--- src/rtl/bus_arbiter_if.sv ---
// Bundles the two requester ports and the shared-bus side of bus_arbiter.
// The arbiter connects through the slave modport; the requesters and bus model use master.
interface bus_arbiter_if #(
    parameter int DW = 32
);
    logic          i_req0;
    logic          i_req1;
    logic          i_we0;
    logic          i_we1;
    logic [DW-1:0] i_addr0;
    logic [DW-1:0] i_addr1;
    logic [DW-1:0] i_wdata0;
    logic [DW-1:0] i_wdata1;
    logic          o_done0;
    logic          o_done1;
    logic          o_err0;
    logic          o_err1;
    logic [DW-1:0] o_rdata;
    logic          o_bus_req;
    logic          o_bus_we;
    logic [DW-1:0] o_bus_addr;
    logic [DW-1:0] o_bus_data;
    logic [DW-1:0] i_bus_data;
    logic          i_bus_data_ready;
    logic          o_owner;
    logic          o_busy;

    modport slave (
        input  i_req0, i_req1, i_we0, i_we1, i_addr0, i_addr1, i_wdata0, i_wdata1,
        input  i_bus_data, i_bus_data_ready,
        output o_done0, o_done1, o_err0, o_err1, o_rdata,
        output o_bus_req, o_bus_we, o_bus_addr, o_bus_data, o_owner, o_busy
    );

    modport master (
        output i_req0, i_req1, i_we0, i_we1, i_addr0, i_addr1, i_wdata0, i_wdata1,
        output i_bus_data, i_bus_data_ready,
        input  o_done0, o_done1, o_err0, o_err1, o_rdata,
        input  o_bus_req, o_bus_we, o_bus_addr, o_bus_data, o_owner, o_busy
    );
endinterface

--- src/rtl/bus_arbiter.sv ---
// Two-port round-robin arbiter for a shared bus with a bounded wait and timeout.
// All outputs come straight from registers; the FSM computes their next values.
module bus_arbiter #(
    parameter int DW       = 32,
    parameter int MAX_WAIT = 16
) (
    input  logic         i_clk,
    input  logic         i_rst,
    bus_arbiter_if.slave bus
);

    typedef enum logic [1:0] {
        IDLE   = 2'd0,
        ACCESS = 2'd1,
        DONE   = 2'd2
    } state_t;

    // Counter value seen on the MAX_WAIT-th ACCESS cycle (counter starts at 0).
    localparam logic [7:0] WAIT_LAST = 8'(MAX_WAIT - 1);

    state_t        state_r, state_s;
    logic [7:0]    wait_r, wait_s;
    logic          owner_r, owner_s;
    logic          last_r, last_s;
    logic          win_s;
    logic          busy_r, busy_s;
    logic          bus_req_r, bus_req_s;
    logic          bus_we_r, bus_we_s;
    logic [DW-1:0] bus_addr_r, bus_addr_s;
    logic [DW-1:0] bus_data_r, bus_data_s;
    logic [DW-1:0] rdata_r, rdata_s;
    logic          done0_r, done0_s;
    logic          done1_r, done1_s;
    logic          err0_r, err0_s;
    logic          err1_r, err1_s;

    // State and output registers; reset clears everything and parks the pointer on port 1.
    always_ff @(posedge i_clk or negedge i_rst) begin
        if (!i_rst) begin
            state_r    <= IDLE;
            wait_r     <= 8'd0;
            owner_r    <= 1'b0;
            last_r     <= 1'b1;
            busy_r     <= 1'b0;
            bus_req_r  <= 1'b0;
            bus_we_r   <= 1'b0;
            bus_addr_r <= {DW{1'b0}};
            bus_data_r <= {DW{1'b0}};
            rdata_r    <= {DW{1'b0}};
            done0_r    <= 1'b0;
            done1_r    <= 1'b0;
            err0_r     <= 1'b0;
            err1_r     <= 1'b0;
        end else begin
            state_r    <= state_s;
            wait_r     <= wait_s;
            owner_r    <= owner_s;
            last_r     <= last_s;
            busy_r     <= busy_s;
            bus_req_r  <= bus_req_s;
            bus_we_r   <= bus_we_s;
            bus_addr_r <= bus_addr_s;
            bus_data_r <= bus_data_s;
            rdata_r    <= rdata_s;
            done0_r    <= done0_s;
            done1_r    <= done1_s;
            err0_r     <= err0_s;
            err1_r     <= err1_s;
        end
    end

    // Next-state logic: arbitration in IDLE, wait/timeout tracking in ACCESS, pointer update in DONE.
    always_comb begin
        state_s    = state_r;
        wait_s     = wait_r;
        owner_s    = owner_r;
        last_s     = last_r;
        win_s      = 1'b0;
        bus_req_s  = bus_req_r;
        bus_we_s   = bus_we_r;
        bus_addr_s = bus_addr_r;
        bus_data_s = bus_data_r;
        rdata_s    = rdata_r;
        done0_s    = 1'b0;
        done1_s    = 1'b0;
        err0_s     = 1'b0;
        err1_s     = 1'b0;

        case (state_r)
            IDLE: begin
                if (bus.i_req0 && bus.i_req1) begin
                    win_s = ~last_r;
                end else if (bus.i_req1) begin
                    win_s = 1'b1;
                end else begin
                    win_s = 1'b0;
                end
                if (bus.i_req0 || bus.i_req1) begin
                    state_s    = ACCESS;
                    wait_s     = 8'd0;
                    owner_s    = win_s;
                    bus_req_s  = 1'b1;
                    bus_we_s   = win_s ? bus.i_we1    : bus.i_we0;
                    bus_addr_s = win_s ? bus.i_addr1  : bus.i_addr0;
                    bus_data_s = win_s ? bus.i_wdata1 : bus.i_wdata0;
                end else begin
                    state_s = IDLE;
                end
            end
            ACCESS: begin
                // Ready on the last permitted cycle still wins over the timeout.
                if (bus.i_bus_data_ready || (wait_r == WAIT_LAST)) begin
                    state_s    = DONE;
                    wait_s     = 8'd0;
                    bus_req_s  = 1'b0;
                    bus_we_s   = 1'b0;
                    bus_addr_s = {DW{1'b0}};
                    bus_data_s = {DW{1'b0}};
                    done0_s    = ~owner_r;
                    done1_s    = owner_r;
                    if (bus.i_bus_data_ready) begin
                        rdata_s = bus_we_r ? {DW{1'b0}} : bus.i_bus_data;
                    end else begin
                        rdata_s = {DW{1'b0}};
                        err0_s  = ~owner_r;
                        err1_s  = owner_r;
                    end
                end else begin
                    wait_s = wait_r + 8'd1;
                end
            end
            DONE: begin
                state_s = IDLE;
                last_s  = owner_r;
            end
            default: begin
                state_s    = IDLE;
                wait_s     = 8'd0;
                bus_req_s  = 1'b0;
                bus_we_s   = 1'b0;
                bus_addr_s = {DW{1'b0}};
                bus_data_s = {DW{1'b0}};
            end
        endcase

        busy_s = (state_s != IDLE);
    end

    assign bus.o_done0    = done0_r;
    assign bus.o_done1    = done1_r;
    assign bus.o_err0     = err0_r;
    assign bus.o_err1     = err1_r;
    assign bus.o_rdata    = rdata_r;
    assign bus.o_bus_req  = bus_req_r;
    assign bus.o_bus_we   = bus_we_r;
    assign bus.o_bus_addr = bus_addr_r;
    assign bus.o_bus_data = bus_data_r;
    assign bus.o_owner    = owner_r;
    assign bus.o_busy     = busy_r;

endmodule
--- src/flat_wrapper.sv ---
// flat-port wrapper written by rule: the top's interface ports become plain ports
module bus_arbiter_flat 
#(
    parameter int DW       = 32,
    parameter int MAX_WAIT = 16
)
  (i_clk, i_rst, bus_i_req0, bus_i_req1, bus_i_we0, bus_i_we1, bus_i_addr0, bus_i_addr1, bus_i_wdata0, bus_i_wdata1, bus_i_bus_data, bus_i_bus_data_ready, bus_o_done0, bus_o_done1, bus_o_err0, bus_o_err1, bus_o_rdata, bus_o_bus_req, bus_o_bus_we, bus_o_bus_addr, bus_o_bus_data, bus_o_owner, bus_o_busy);
  bus_arbiter_if #(.DW(DW)) bus_i ();
  input  logic i_clk;
  input  logic i_rst;
  input wire logic [$bits(bus_i.i_req0)-1:0] bus_i_req0;
  input wire logic [$bits(bus_i.i_req1)-1:0] bus_i_req1;
  input wire logic [$bits(bus_i.i_we0)-1:0] bus_i_we0;
  input wire logic [$bits(bus_i.i_we1)-1:0] bus_i_we1;
  input wire logic [$bits(bus_i.i_addr0)-1:0] bus_i_addr0;
  input wire logic [$bits(bus_i.i_addr1)-1:0] bus_i_addr1;
  input wire logic [$bits(bus_i.i_wdata0)-1:0] bus_i_wdata0;
  input wire logic [$bits(bus_i.i_wdata1)-1:0] bus_i_wdata1;
  input wire logic [$bits(bus_i.i_bus_data)-1:0] bus_i_bus_data;
  input wire logic [$bits(bus_i.i_bus_data_ready)-1:0] bus_i_bus_data_ready;
  output wire logic [$bits(bus_i.o_done0)-1:0] bus_o_done0;
  output wire logic [$bits(bus_i.o_done1)-1:0] bus_o_done1;
  output wire logic [$bits(bus_i.o_err0)-1:0] bus_o_err0;
  output wire logic [$bits(bus_i.o_err1)-1:0] bus_o_err1;
  output wire logic [$bits(bus_i.o_rdata)-1:0] bus_o_rdata;
  output wire logic [$bits(bus_i.o_bus_req)-1:0] bus_o_bus_req;
  output wire logic [$bits(bus_i.o_bus_we)-1:0] bus_o_bus_we;
  output wire logic [$bits(bus_i.o_bus_addr)-1:0] bus_o_bus_addr;
  output wire logic [$bits(bus_i.o_bus_data)-1:0] bus_o_bus_data;
  output wire logic [$bits(bus_i.o_owner)-1:0] bus_o_owner;
  output wire logic [$bits(bus_i.o_busy)-1:0] bus_o_busy;
  assign bus_i.i_req0 = bus_i_req0;
  assign bus_i.i_req1 = bus_i_req1;
  assign bus_i.i_we0 = bus_i_we0;
  assign bus_i.i_we1 = bus_i_we1;
  assign bus_i.i_addr0 = bus_i_addr0;
  assign bus_i.i_addr1 = bus_i_addr1;
  assign bus_i.i_wdata0 = bus_i_wdata0;
  assign bus_i.i_wdata1 = bus_i_wdata1;
  assign bus_i.i_bus_data = bus_i_bus_data;
  assign bus_i.i_bus_data_ready = bus_i_bus_data_ready;
  assign bus_o_done0 = bus_i.o_done0;
  assign bus_o_done1 = bus_i.o_done1;
  assign bus_o_err0 = bus_i.o_err0;
  assign bus_o_err1 = bus_i.o_err1;
  assign bus_o_rdata = bus_i.o_rdata;
  assign bus_o_bus_req = bus_i.o_bus_req;
  assign bus_o_bus_we = bus_i.o_bus_we;
  assign bus_o_bus_addr = bus_i.o_bus_addr;
  assign bus_o_bus_data = bus_i.o_bus_data;
  assign bus_o_owner = bus_i.o_owner;
  assign bus_o_busy = bus_i.o_busy;
  bus_arbiter #(.DW(DW), .MAX_WAIT(MAX_WAIT)) u_core (.i_clk(i_clk), .i_rst(i_rst), .bus(bus_i));
endmodule
--- config.mk ---
export PLATFORM = sky130hd
export DESIGN_NAME = bus_arbiter_flat
export DESIGN_NICKNAME = d
export VERILOG_FILES = /design/src/rtl/bus_arbiter_if.sv /design/src/rtl/bus_arbiter.sv /design/src/flat_wrapper.sv
export SDC_FILE = /design/constraint.sdc
export NUM_CORES = 1
export LEC_CHECK = 0
export ABC_AREA = 1
export BUFFER_PORTS_ARGS = -buffer_cell sky130_fd_sc_hd__buf_2
export CORE_MARGIN = 3
export CORE_UTILIZATION = 50
export DETAILED_ROUTE_END_ITERATION = 12
export PLACE_DENSITY = 0.95
export SLEW_MARGIN = 20
export SYNTH_ARGS = -nofsm -noshare
export SYNTH_HDL_FRONTEND = slang
export SYNTH_SLANG_ARGS = --single-unit
export TNS_END_PERCENT = 50
--- constraint.sdc ---
create_clock -name i_clk -period 3.15 [get_ports i_clk]
set_clock_uncertainty 0.1 [all_clocks]
set_input_delay 0.315 -clock i_clk [delete_from_list [all_inputs] [get_ports i_clk]]
set_output_delay 0.315 -clock i_clk [all_outputs]
set_load 0.05 [all_outputs]
==> impl_metrics.ini <==
[synth]
yosys_warnings = 0
synthFlopType = dfrtp_1
synthTopCellsByArea = dfrtp_1 (51%), nand2_1 (17%), o21ai_0 (7.6%)
synth_nets = 880
synthDistinctLibCells = 28
synth_top_area_frac = 0.513
syn_inst = 712
ys_seq_elements = 115
avgSynthCellArea_um2 = 7.80
synth_top_area_cell = dfrtp_1
synthArstFlopShare = 1.00
syn_area_um2 = 5560
ys_seq_area_frac = 0.518
synth_enable_flop_cells = 0

[pwr]
combPwrFrac = 0.525
p_int_uw = 4420
p_leak_uw = 0.00491
seq_power_share = 0.274
switching_power_uw = 4920
vdd_drop_max_uv = 753
clkPwrFrac = 0.201
pwr_density_cell_nw_per_um2 = 1120
sw_frac_of_total = 0.526

[drt]
drc = 0
wirelength_mm = 20.1
drt_iter0_markers = 616
routed_via_density = 5.31
via_count = 6383
post_drt_wl_per_cell_um = 16.8
antenna_left = 0
dr.pass1.iters = 5

[clock_network]
cts_resized = 0
cts_max_level = 4
cts.sinks = 115
cts_buffers = 17
ctsLongestPathBuffers = 2
cts-root-buf = clkbuf_8
cts_tree = yes
clk_latency_ns = 0.51
path_clk_slew_ns = 0.06

[finish]
finalNonFillerCells = 1202
nFillCells = 630
area_growth_pct = 50.0
finalNetCount = 1219
multi_input_comb_area_um2 = 2140
fin_util = 0.790
drive_gt1_frac = 0.307
regArea_um2 = 2880

[placed_design]
hpwlAfterDp_mm = 12.0
io_buffers = 270
dp_cells = 1087
routabilityCongestion = 0.868

[floorplanning]
num_io_pins = 271
die-area_um2 = 12400
die_y_um = 111
core_um2 = 10600
start_util = 0.526
die_w_um = 111
rows = 37

[sta]
final-setup-viol-count = 0
finalSetupTns_ns = 0
drv_slew = 0
timing_hold_violations_final = 0
slew_headroom = 0.589
worstMarginPinSlew_ns = 0.616
min_period_ns = 2.43
fin_crit_sh = 0.773
rsz0062_at_grt = no
fmax_ghz = 0.411

[setup_path]
cp.required_ns = 3.48
start_kind = register
reg2reg_slack_ns = 0.72
cp-end-kind = register
path_class = reg2reg
timing.rr.end = u_core.bus.o_bus_addr[26]
r2r-start = u_core.wait_r[0]
arrival_ns = 2.77
worstRegToRegCells = 9
cp_max_fo = 39

[run]
maxCapViolCount = 0

[worst_hold_path]
min_from = bus_i_bus_data[4]
holdPathStages = 3
hp-class = in2reg
holdPathEnd = u_core.bus.o_rdata[4]

[grt]
gr-max-usage-layer = met2
track_usage = 0.322
grt_max_degree = 66
grt_pass1_vias = 6336
antenna_found_initial = 2
grtUsageMet2 = 0.566
global_route.usage.met1 = 0.358
overflow = 0
grtUsageMet3 = 0.0712
grt_pass1_wl_mm = 32.1

[outcome]
status = finished clean
-- repair_timing --
item,CTS,global route
hold buffers,81,0
endpoints found under the hold margin,116,0
buffers inserted,0,0
-- power groups by stage --
| stage | Clock, µW | Combinational (µW) | Sequential [µW] |
|---|---|---|---|
| after floorplan | 0 | 1360 | 4690 |
| after global placement | 0 | 4620 | 2490 |
| after detailed placement | 0 | 4710 | 2510 |
| after CTS | 1890 | 4790 | 2510 |
| after global routing | 1970 | 5190 | 2620 |
| final | 1880 | 4900 | 2560 |
-- sequential cells by signal (all words and copies together), names as in the netlist, 2 cells and up --
register               count
u_core.bus.o_rdata        32
u_core.bus.o_bus_addr     32
u_core.state_r             2
u_core.wait_r              8
u_core.bus.o_bus_data     32
-- synthesized netlist by cell type (2+ instances only) --
master and instances:
buf_2 11, buf_6 9, o21ai_1 47, dfrtp_1 114, o21bai_1 2, nand2_1 255
nand3_1 22, or2_2 2, nor2_1 29, a21oi_1 2, nand4_1 7, nand2_2 4
clkbuf_1 15, inv_1 75, inv_2 3, o21ai_0 84, clkbuf_2 5, nand3b_1 16
-- layout make-up --
cell class,count,area share
well taps,136,0.0204
diodes,2,0.000600
repair buffers,361,0.272
multi-input cells,478,0.257
clock inverters,14,0.0195
inverters,78,0.0351
flip-flops and latches,115,0.345
clock buffers,18,0.0501
-- worst max path at each step --
stage                      from                         to  slack (ns)  cells past startpoint
6_report       u_core.wait_r[0]  u_core.bus.o_bus_addr[26]        0.72                      9
5_1_grt        u_core.wait_r[0]  u_core.bus.o_bus_addr[26]        0.53                      9
4_1_cts        u_core.wait_r[0]   u_core.bus.o_bus_data[4]        0.76                      9
3_5_place_dp   u_core.wait_r[0]  u_core.bus.o_bus_addr[22]        0.77                      9
3_3_place_gp   u_core.wait_r[0]  u_core.bus.o_bus_data[14]        0.87                      9
2_1_floorplan  u_core.wait_r[0]  u_core.bus.o_bus_data[10]        1.55                     10
-- layout by cell type, fill, tap and decap left out, types with 9 or more instances in the layout --
cell	count
buf_2	269
nand2_1	254
dfrtp_1	114
o21ai_0	84
dlygate4sd3_1	81
inv_1	75
o21ai_1	47
nor2_1	28
nand3_1	22
nand3b_1	16
clkbuf_16	16
buf_4	9
-- cells by family after synthesis --
kind of cell / share of synthesized area
adder cells (fa/ha/maj): 0.00225
flip-flops: 0.518
XOR/XNOR: 0.00158
buffers and inverters: 0.0968
AO/OA/AOI/OAI: 0.127
multiplexers: 0.00180
AND/OR/NAND/NOR: 0.253
-- per-layer routing --
| metal | wire (µm) | share of wire | vias to the layer above |
|---|---|---|---|
| li1 | - | - | 2923 |
| met1 | 7070 | 0.35 | 2921 |
| met2 | 10300 | 0.51 | 439 |
| met3 | 1630 | 0.081 | 100 |
| met4 | 1170 | 0.058 | 0 |
| met5 | 0 | 0 | - |
-- worst max-delay path, stage by stage (launching register included) --
cell	delay [ns]
dfrtp_1	0.40
ha_1	0.25
nand2_2	0.10
nor2_1	0.05
nand3_1	0.10
nand3_2	0.34
nand2_2	0.57
buf_12	0.28
nand2_1	0.10
nand2_1	0.08
-- per-stage QoR --
stage | area [µm²] | hold slack, ns | worst slack (ns) | power, µW
3_3_place_gp | 6940 | 0.215 | 0.867 | 7100
5_1_grt | 8340 | 0.0445 | 0.534 | 9780
2_1_floorplan | 5560 | -0.0806 | 1.55 | 6050
6_report | 8340 | 0.0402 | 0.716 | 9340
3_5_place_dp | 6940 | 0.214 | 0.772 | 7220
4_1_cts | 8330 | 0.0110 | 0.755 | 9190
(Power assumes the default switching activity.)
